## config.mk

```make
export PLATFORM = sky130hd
export DESIGN_NAME = buffer_idex_ctl
export DESIGN_NICKNAME = d
export VERILOG_FILES = /design/src/rtl/buffer_idex_ctl.sv
export SDC_FILE = /design/constraint.sdc
export NUM_CORES = 1
export LEC_CHECK = 0
export ABC_AREA = 1
export CORE_AREA = 2 2 225 227
export CTS_BUF_LIST = sky130_fd_sc_hd__clkbuf_4
export CTS_CLUSTER_DIAMETER = 120
export DETAILED_ROUTE_END_ITERATION = 16
export DIE_AREA = 0 0 227 229
export HOLD_SLACK_MARGIN = 0.03
export PLACE_DENSITY = 0.52
export SYNTH_ARGS = -nofsm -noshare
export SYNTH_HDL_FRONTEND = slang
export SYNTH_SLANG_ARGS = --single-unit
```

## constraint.sdc

```tcl
create_clock -name clk -period 1.62 [get_ports clk]
set_clock_uncertainty 0.15 [all_clocks]
set_input_delay 0.162 -clock clk [delete_from_list [all_inputs] [get_ports clk]]
set_output_delay 0.162 -clock clk [all_outputs]
set_load 0.02 [all_outputs]
```

## src/rtl/buffer_idex_ctl.sv

```systemverilog
// ID->EX pipeline register with a valid bit, stall (hold) and flush (bubble) control.
// Optional macro IDEX_PERF_EN adds saturating stall and bubble counters.
module buffer_idex_ctl #(
    parameter int XLEN    = 64,
    parameter int REG_AW  = 5,
    parameter int ALUOP_W = 2,
    parameter int FUN3_W  = 3,
    parameter int FUN7_W  = 7
) (
    input  logic               clk,
    input  logic               rst,
    input  logic               stall,
    input  logic               flush,
    input  logic               nextValid,
    input  logic               nextAluSRC,
    input  logic               nextBranch,
    input  logic               nextMemWrite,
    input  logic               nextMemRead,
    input  logic               nextMemToReg,
    input  logic               nextRegWrite,
    input  logic [REG_AW-1:0]  nextWrReg,
    input  logic [REG_AW-1:0]  nextRs1,
    input  logic [REG_AW-1:0]  nextRs2,
    input  logic [XLEN-1:0]    nextPC,
    input  logic [XLEN-1:0]    nextReg1,
    input  logic [XLEN-1:0]    nextReg2,
    input  logic [XLEN-1:0]    nextInme,
    input  logic [ALUOP_W-1:0] nextAluOp,
    input  logic [FUN3_W-1:0]  nextFun3,
    input  logic [FUN7_W-1:0]  nextFun7,
    output logic               actValid,
    output logic               actAluSRC,
    output logic               actBranch,
    output logic               actMemWrite,
    output logic               actMemRead,
    output logic               actMemToReg,
    output logic               actRegWrite,
    output logic [REG_AW-1:0]  actWrReg,
    output logic [REG_AW-1:0]  actRs1,
    output logic [REG_AW-1:0]  actRs2,
    output logic [XLEN-1:0]    actPc,
    output logic [XLEN-1:0]    actReg1,
    output logic [XLEN-1:0]    actReg2,
    output logic [XLEN-1:0]    actInme,
    output logic [ALUOP_W-1:0] actAluOp,
    output logic [FUN3_W-1:0]  actFun3,
`ifdef IDEX_PERF_EN
    output logic [31:0]        stallCnt,
    output logic [31:0]        bubbleCnt,
`endif
    output logic [FUN7_W-1:0]  actFun7
);

    typedef struct packed {
        logic               valid;
        logic [5:0]         ctl;   // {AluSRC, Branch, MemWrite, MemRead, MemToReg, RegWrite}
        logic [REG_AW-1:0]  wrreg;
        logic [REG_AW-1:0]  rs1;
        logic [REG_AW-1:0]  rs2;
        logic [XLEN-1:0]    pc;
        logic [XLEN-1:0]    reg1;
        logic [XLEN-1:0]    reg2;
        logic [XLEN-1:0]    inme;
        logic [ALUOP_W-1:0] aluop;
        logic [FUN3_W-1:0]  fun3;
        logic [FUN7_W-1:0]  fun7;
    } slot_t;

    slot_t slot_q, slot_d;

    always_comb begin
        slot_d = slot_q;
        if (flush) begin
            slot_d = '0;
        end else if (!stall) begin
            slot_d.valid = nextValid;
            // Controls are gated so an invalid slot can never write regfile/memory.
            slot_d.ctl   = nextValid ? {nextAluSRC, nextBranch, nextMemWrite,
                                        nextMemRead, nextMemToReg, nextRegWrite} : 6'b0;
            slot_d.wrreg = nextWrReg;
            slot_d.rs1   = nextRs1;
            slot_d.rs2   = nextRs2;
            slot_d.pc    = nextPC;
            slot_d.reg1  = nextReg1;
            slot_d.reg2  = nextReg2;
            slot_d.inme  = nextInme;
            slot_d.aluop = nextAluOp;
            slot_d.fun3  = nextFun3;
            slot_d.fun7  = nextFun7;
        end
    end

    always_ff @(posedge clk) begin
        if (rst) slot_q <= '0;
        else     slot_q <= slot_d;
    end

    assign actValid    = slot_q.valid;
    assign actAluSRC   = slot_q.ctl[5];
    assign actBranch   = slot_q.ctl[4];
    assign actMemWrite = slot_q.ctl[3];
    assign actMemRead  = slot_q.ctl[2];
    assign actMemToReg = slot_q.ctl[1];
    assign actRegWrite = slot_q.ctl[0];
    assign actWrReg    = slot_q.wrreg;
    assign actRs1      = slot_q.rs1;
    assign actRs2      = slot_q.rs2;
    assign actPc       = slot_q.pc;
    assign actReg1     = slot_q.reg1;
    assign actReg2     = slot_q.reg2;
    assign actInme     = slot_q.inme;
    assign actAluOp    = slot_q.aluop;
    assign actFun3     = slot_q.fun3;
    assign actFun7     = slot_q.fun7;

`ifdef IDEX_PERF_EN
    logic [31:0] stallCnt_q, stallCnt_d, bubbleCnt_q, bubbleCnt_d;
    logic        stall_inc, bubble_inc;

    assign stall_inc  = stall & ~flush;
    assign bubble_inc = flush | (~stall & ~nextValid);

    always_comb begin
        stallCnt_d  = stallCnt_q;
        bubbleCnt_d = bubbleCnt_q;
        if (stall_inc && stallCnt_q != 32'hFFFF_FFFF)   stallCnt_d  = stallCnt_q + 32'd1;
        if (bubble_inc && bubbleCnt_q != 32'hFFFF_FFFF) bubbleCnt_d = bubbleCnt_q + 32'd1;
    end

    always_ff @(posedge clk) begin
        if (rst) begin
            stallCnt_q  <= '0;
            bubbleCnt_q <= '0;
        end else begin
            stallCnt_q  <= stallCnt_d;
            bubbleCnt_q <= bubbleCnt_d;
        end
    end

    assign stallCnt  = stallCnt_q;
    assign bubbleCnt = bubbleCnt_q;
`endif

endmodule
```

# After elaboration in Yosys (flattened, before gate mapping)
# Cells that the tools add are included.
[op_classes]
muxes = 1
n_reduce_logical = 1
[ops]
columns = ["cell", "count"]
rows = [
  ["6-bit two-way mux", 1],
  ["2-bit OR reduction", 1],
]
[totals]
register_bits = 290
input_bits = 294
elab_cells = 14

# Logic depth before layout (Yosys ltp)
# Gate-level depths: netlist of the first run.
[logic_depth]
ltp_word = 1
mapped_depth = 6

# Worst setup path before layout of the first run
# Ideal clock, no wire load.
[synth_timing]
path_type = "in2reg"
startpoint = "input port flush"
endpoint = "register slot_q (netlist bit actMemRead)"
arrival_time_ns = 0.913
required_ns = 1.404
slack_ns = 0.491
stages = 5
cell_sequence = "or2_1 > buf_4 > buf_6 > buf_6 > a21oi_2"
[synth_via]
elab_chain_len = 1
[synth_rtl]
columns = ["element", "line_no", "source"]
rows = [
  ["start, declared", "13", "input logic flush,"],
  ["2-bit OR reduction (no line)", "-", ""],
  ["end signal, assigned", "95", "else slot_q <= slot_d;"],
  ["end, declared", "69", "slot_t slot_q, slot_d;"],
]
# No other way between the ends.
# A chain may end at the register's enable or synchronous reset.

# Worst setup path in the final report of the first run
[layout_timing]
startpoint = "register slot_q (netlist bit actReg1[6])"
endpoint = "output port actReg1[6]"
[layout_lines]
columns = ["element", "line_no", "source"]
rows = [
  ["end, declared", "42", "output logic [XLEN-1:0] actReg1,"],
]
# No word-level cell between the ends.

==> out/results.txt, run 1 <==
gate count after technology mapping - 1258
internal power consumption - 13.1 mW
post-synth design cell area - 10300 um2
Detailed Routing Iterations Pass 1 - 4
remaining global-route overflow - 0
Hold EP - actValid$_SDFFE_PP0N_
Setup crit start kind - flip-flop
starting density of the core - 20.8%
cell at the slowest stage of the critical path - dfxtp_4
fin area - 22600 um2
core outline area - 49700 um2
relative contribution of sequential cells to total power - 42.0%
average size of a mapped cell - 8.22 um2
Synth-to-Final Area Change - 118%
first-pass GRT wire length - 70000 um
sw frac - 27.2%
part of the power in combinational logic - 17.9%
CTS H-tree depth - 3
commonest non-fill, non-tap cell in the layout - nand2_1
worst min-delay path class - input pin to flip-flop
RSZ-0062 raised after global routing - true
library cell used as clock root buffer - clkbuf_4
clock period minus worst slack - 1590 ps
maximum cell stage delay along the critical path - 370 ps
area of the die - 52000 um2
Detailed Route WL - 46500 um
number of distinct standard cells referenced by the synthesized netlist - 11
worst reg-to-reg setup slack - 290 ps
final net count - 2549
RR Endpoint - actInme[42]$_SDFFE_PP0N_
maximum capacitance violations - 0
part of the power in the clock network - 40.1%
overall routing resource usage - 17.2%
CTS tree - done
sum of negative setup slack - 0 ps
Chip Height - 229 um
chip width - 227 um
I/O pin count - 584
final setup violation count - 0
run status - complete, no violations
net load switching power - 4.89 mW
area leader, netlist - dfxtp_1
number of vias after detailed routing - 12300
Via-to-Cell Ratio - 4.10
Setup Crit Path Kind - flip-flop to primary output
clock sink total - 290
post-detailed-route DRC marker count - 0
syn_nets - 1552
clock insertion delay at the later pin of the skew report - 750 ps
post-route core utilization - 45.5%
area fraction of the dominant cell type after synthesis - 56.1%
worst hold slack - 169 ps
critical hold path startpoint - nextValid
via count of the first global-routing pass - 12900
worst slew pin tran - 487 ps
number of cells on the worst reg-to-reg path - 3
dominant cells by area after synthesis - dfxtp_1 56%, nand2_1 21%, a21oi_1 9.2%
cell area after placement - 17200 um2
synth warn - 0
Placer Congestion - 0.826
number of filler instances in the final layout - 4789
half-perimeter wire length after placement - 30400 um
number of buffers between clock root and the deepest sink - 3
Detailed Route Iter0 Violations - 399
Antenna Violating Nets Remaining - 0
number of hold-slack violations in the final timing report - 0
endpoint required time on the critical path - 1310 ps
period utilisation layout - 98.3%
clock-pin slew on the worst setup and hold paths - 70 ps
post-synthesis sequential area ratio - 56.1%
number of instances on the worst hold path - 3
static leakage - 9.17 nW
Sequential cell area - 6170 um2
highest ir drop seen on vdd - 0.509 mV
Cell Pwr Density - 797 nW/um2
worst-path cell chain - buf_6
FF+latch count, synth - 290
maximum number of pins on one net before global-route repair - 94
count of buffering cells on the critical path with inverters included - 1
wire length per cell after detailed routing - 15.6 um
number of buffer cells added on primary ports - 583
total area of multi-input combinational cells - 4020 um2
antenna violations before repair - 2
cell row count - 82
pins over their slew limit - 0
achievable clock frequency - 0.628 GHz
relative max-transition margin - 67.5%
type of element capturing the critical path - primary output
largest fanout of any net on the critical path - 2
number of CTS-inserted buffers - 86
layout cell share with drive strength beyond 1 - 40.6%
highest-count cells in the layout ignoring fill and taps - 573 x nand2_1, 301 x dlygate4sd3_1, 291 x clkdlybuf4s50_1
cell class contributing the biggest share of worst-path delay - flip-flops
arrival time of the worst setup path - 1280 ps
r2r startpoint - actInme[42]$_SDFFE_PP0N_
## per-stage QoR
| stage | total power, mW | setup slack, ps | std cells |
|---|---|---|---|
| final | 18.0 | 27.9 | 2992 |
| after detailed placement | 10.1 | -58.3 | 2471 |
| after global routing | 18.9 | -80.2 | 2992 |
| after CTS | 18.2 | -114 | 2952 |
| after global placement | 10.1 | -30.5 | 2471 |
| after floorplan | 8.59 | 491 | 1258 |
## sequential cells by signal, indices dropped and copies added, names as in the netlist
signal	flops
actAluSRC	1
actBranch	1
actReg1	64
actMemRead	1
actRs2	5
actPc	64
actInme	64
actReg2	64
actValid	1
actFun3	3
actAluOp	2
actMemToReg	1
actWrReg	5
actRegWrite	1
actRs1	5
actFun7	7
actMemWrite	1
## synthesized netlist by cell type, drive strengths merged
library cell and instances:
a21oi 290, buf 62, clkbuf 34, dfxtp 290, inv 1, nand2 574, nand3 6, or2 1
## power groups by stage
| stage | clock, mW | combinational (mW) | sequential (mW) |
|---|---|---|---|
| 3_5_place_dp | 0 | 2.48 | 7.63 |
| 6_report | 7.21 | 3.22 | 7.56 |
| 3_3_place_gp | 0 | 2.47 | 7.63 |
| 2_1_floorplan | 0 | 0.693 | 7.90 |
| 5_1_grt | 7.89 | 3.44 | 7.58 |
| 4_1_cts | 7.49 | 3.18 | 7.56 |
## metal layers
| metal | vias up | share of wire, % | global-route usage (%) |
|---|---|---|---|
| li1 | 6078 | - | - |
| met1 | 5630 | 38 | 18.2 |
| met2 | 457 | 49 | 29.5 |
| met3 | 110 | 8.5 | 6.34 |
| met4 | 2 | 4.2 | 9.42 |
| met5 | - | 0.028 | 0 |
## worst max path at each step
stage,from,end,slack [ps],cells after the start
after global routing,actReg1[6]$_SDFFE_PP0N_,actReg1[6],-80,1
after CTS,actReg1[6]$_SDFFE_PP0N_,actReg1[6],-110,1
after floorplan,flush,actMemRead$_SDFFE_PP0N_,490,5
after detailed placement,flush,actFun3[0]$_SDFFE_PP0N_,-60,5
final,actReg1[6]$_SDFFE_PP0N_,actReg1[6],30,1
after global placement,flush,actAluSRC$_SDFFE_PP0N_,-30,5
## final cells by class
class | instances | share of cell area, %
sequential | 290 | 27.3
tap | 672 | 3.73
timing repair buffer | 1005 | 46.2
multi-input combinational | 871 | 17.8
antenna | 1 | 0.0111
inverter | 1 | 0.0721
clock buffer | 123 | 4.09
clock inverter | 29 | 0.782
## what timing repair did
| action | CTS | global route |
|---|---|---|
| gates cloned | 0 | 1 |
| hold buffers | 301 | 0 |
| endpoints found under the setup margin | 290 | 271 |
| endpoints found under the hold margin | 290 | 0 |
| gates resized for setup | 2065 | 5 |
| setup buffers | 28 | 40 |
## cells by family (layout without fill, tap and decap cells)
group / after synthesis / in the layout / share of synthesized area, %
buf+inv: 97 / 1158 / 5.06
other cells: 0 / 1 / 0
flops: 290 / 290 / 56.1
simple gates: 581 / 581 / 21.2
compound gates: 290 / 290 / 17.7
No activity file was read; power rests on OpenSTA's default activity.
==> run 2: changes to the inputs <==
ABC_AREA = not set   (was 1)
CORE_AREA = 2 2 228 230   (was 2 2 225 227)
DIE_AREA = 0 0 230 232   (was 0 0 227 229)
PLACE_DENSITY = 0.51   (was 0.52)
clock period = 1.7 ns   (was 1.62 ns; I/O delays follow)
==> run 2 against run 1 <==
  * Hold slack better by 4.0 ps
  * Global-route usage down 2.9 points
  * Critical path depth grew 4
  * Count of clock-buffer cells in the layout down 1
  * Clock power decreased by 13%
  * Sequential share of layout area up 1.1 points
  * Die area up 2.6%
  * Synthesized cell count shrank 25%
  * Sequential cell count unchanged
  * Via count shrank 16%
  * Largest cell class unchanged
  * Highest routed layer is now met4
==> out/results.txt, run 2 <==
run status - complete, no violations
met1 track utilization from global routing - 15.5% (-2.7 points)
worst hold slack - 173 ps (+3.97 ps)
chip width - 230 um (+1.3%)
clock sink total - 290 (unchanged)
total area of multi-input combinational cells - 4020 um2 (-0.19%)
dominant register cell in the synthesized netlist - dfxtp_1
core outline area - 50900 um2 (+2.5%)
Antenna Violating Nets Remaining - 0 (unchanged)
Detailed Routing Iterations Pass 1 - 6 (+2)
Detailed Route WL - 39700 um (-15%)
highest-count cells in the layout ignoring fill and taps - 299 x dlygate4sd3_1, 292 x clkdlybuf4s50_1, 284 x mux2i_1, 284 x nor2_1
Chip Height - 232 um (+1.3%)
number of CTS-inserted buffers - 83 (-3.5%)
static leakage - 9.49 nW (+3.5%)
fin area - 21300 um2 (-5.6%)
met2 routing resource usage after global routing - 25.1% (-4.5 points)
number of buffers between clock root and the deepest sink - 3 (unchanged)
number of hold-slack violations in the final timing report - 0 (unchanged)
maximum number of pins on one net before global-route repair - 55 (-41%)
half-perimeter wire length after placement - 27500 um (-9.7%)
number of distinct standard cells referenced by the synthesized netlist - 12 (+1)
achievable clock frequency - 0.596 GHz
Setup Crit Path Kind - input pin to flip-flop
largest fanout of any net on the critical path - 7 (+5)
post-synthesis sequential area ratio - 56.6% (+0.49 points)
syn_nets - 1236 (-20%)
area leader, netlist - dfxtp_1
final net count - 2182 (-14%)
post-place setup slack - 42.0 ps (+100 ps)
part of the power in combinational logic - 18.0% (about the same)
most frequent CP cell - dlygate4sd3_1
post-route core utilization - 41.9% (-3.6 points)
period utilisation layout - 98.7%
arrival time of the worst setup path - 2230 ps (+950 ps)
relative max-transition margin - 71.2% (+3.7 points)
CTS tree - done
dominant cells by area after synthesis - dfxtp_1 57%, mux2i_1 28%, nor2_1 10%
average size of a mapped cell - 10.9 um2 (+32%)
net load switching power - 4.31 mW (-12%)
leading cell type by number of instances after synthesis - dfxtp_1
number of buffer cells added on primary ports - 583 (unchanged)
RSZ-0062 raised after global routing - true
area fraction of the dominant cell type after synthesis - 56.6% (+0.49 points)
worst min-delay path class - input pin to flip-flop
FF+latch count, synth - 290 (unchanged)
I/O pin count - 584 (unchanged)
gate count after technology mapping - 942 (-25%)
via count of the first global-routing pass - 11000 (-15%)
layer carrying the most global-route usage - met2
sw frac - 26.2% (-0.98 points)
placed instance count - 2182 (-12%)
cell row count - 83 (+1.2%)
post-synth design cell area - 10300 um2 (-0.87%)
highest ir drop seen on vdd - 0.583 mV (+15%)
met3 routing resource usage after global routing - 5.91% (-0.43 points)
remaining global-route overflow - 0 (unchanged)
antenna violations before repair - 2 (unchanged)
synth warn - 0 (unchanged)
first-pass GRT wire length - 60500 um (-14%)
asr flop ratio synth - 0% (unchanged)
clock-pin slew on the worst setup and hold paths - 70 ps (about the same)
Synth-to-Final Area Change - 108%
final total power - 16.5 mW (-8.5%)
Finished Layout Cells - 2632 (-12%)
count of buffering cells on the critical path with inverters included - 3 (+2)
area of the die - 53400 um2 (+2.6%)
starting density of the core - 20.2% (-0.68 points)
worst setup margin - 21.8 ps (-6.05 ps)
cell at the slowest stage of the critical path - clkdlybuf4s50_1
Setup crit start kind - input pin
wire length per cell after detailed routing - 15.1 um (-3.1%)
clock insertion delay at the later pin of the skew report - 740 ps (about the same)
Detailed Route Iter0 Violations - 220 (-45%)
number of filler instances in the final layout - 4940 (+3.2%)
commonest non-fill, non-tap cell in the layout - dlygate4sd3_1
library cell used as clock root buffer - clkbuf_4
Placer Congestion - 0.784 (-5.1%)
post-detailed-route DRC marker count - 0 (unchanged)
clock period minus worst slack - 1680 ps
maximum cell stage delay along the critical path - 680 ps (+310 ps)
cell class contributing the biggest share of worst-path delay - buffers and inverters
number of vias after detailed routing - 10300 (-16%)
Sequential cell area - 6060 um2 (-1.8%)
cell area after placement - 17000 um2 (-0.92%)
pins over their slew limit - 0 (unchanged)
final setup violation count - 0 (unchanged)
most instantiated cells after synthesis - 290 x dfxtp_1, 284 x mux2i_1, 284 x nor2_1, 27 x buf_4, 14 x clkbuf_1
Via-to-Cell Ratio - 3.90 (-5.0%)
Cell Pwr Density - 773 nW/um2 (-3.1%)
part of the power in the clock network - 38.2% (-1.9 points)
endpoint required time on the critical path - 2250 ps (+940 ps)
worst slew pin tran - 432 ps (-54.8 ps)
internal power consumption - 12.1 mW (-7.3%)
relative contribution of sequential cells to total power - 43.7% (+1.7 points)
maximum capacitance violations - 0 (unchanged)
CTS H-tree depth - 3 (unchanged)
worst-path cell chain - dlygate4sd3_1 > clkdlybuf4s50_1 > nand3b_1 > dlygate4sd3_1 > a21oi_1
overall routing resource usage - 14.3% (-2.9 points)
layout cell share with drive strength beyond 1 - 33.8% (-6.8 points)
number of enable flip-flop cells after synthesis - 0 (unchanged)
type of element capturing the critical path - flip-flop
sum of negative setup slack - 0 ps (unchanged)
## run 2: cell count changes in the layout (fill, tap and decap cells not counted), sizes merged, moves of 5 or more
cell,previous run,this run
nand2,574,6
a21oi,290,6
mux2i,0,284
nor2,0,284
buf,412,335
clkinv,24,16
nand3,6,0
nand3b,0,6
diode,1,6
## run 2: area by class of cell
type | count | area share [%]
diodes | 6 | 0.0705
flip-flops and latches | 290 | 28.4
repair buffers | 926 | 43.9
multi-input cells | 587 | 18.9
clock inverters | 21 | 0.447
well taps | 680 | 4.00
clock buffers | 122 | 4.30
## run 2: logic make-up (layout without fill, tap and decap cells)
family          Yosys count  count (layout)  share of synthesized area [%]
compound gates            6               6                          0.293
flops                   290             290                           56.6
mux                     284             284                           27.7
buf+inv                  65            1069                           4.27
other cells               0               6                              0
simple gates            297             297                           11.1
## run 2: power by group through the flow
stage | Clock [mW] | Combinational (mW) | Sequential, mW
5_1_grt | 7.03 | 3.16 | 7.21
2_1_floorplan | 0 | 0.756 | 7.55
4_1_cts | 6.64 | 2.97 | 7.18
3_3_place_gp | 0 | 2.39 | 7.28
6_report | 6.29 | 2.97 | 7.19
3_5_place_dp | 0 | 2.40 | 7.29
## run 2: path summary, 6_finish.rpt
path                       startpoint                       end  slack [ps]  cells past startpoint
max                         nextValid    actAluSRC$_SDFFE_PP0N_          20                      5
min                             flush  actReg1[16]$_SDFFE_PP0N_         170                      4
max reg2reg  actReg2[43]$_SDFFE_PP0N_  actReg2[43]$_SDFFE_PP0N_         400                      3
min reg2reg  actMemToReg$_SDFFE_PP0N_  actMemToReg$_SDFFE_PP0N_         320                      2
## run 2: worst min-delay path, cell delays in order
cell,delay [ps]
clkdlybuf4s50_1,460
or2_4,160
buf_12,170
nor2_1,60
## run 2: what timing repair did
action                                  4_1_cts  5_1_grt
gates resized for setup                    1791       70
hold buffers                                299        0
hold endpoints to repair                    290        0
pin swaps                                     0        0
setup buffers                                 1        1
endpoints found under the setup margin      290       67
## run 2: routing by layer
layer	part of all wire, %	routed length, um
met5	0	0
met4	2.6	1040
met3	8.8	3500
met2	49	19500
met1	39	15600
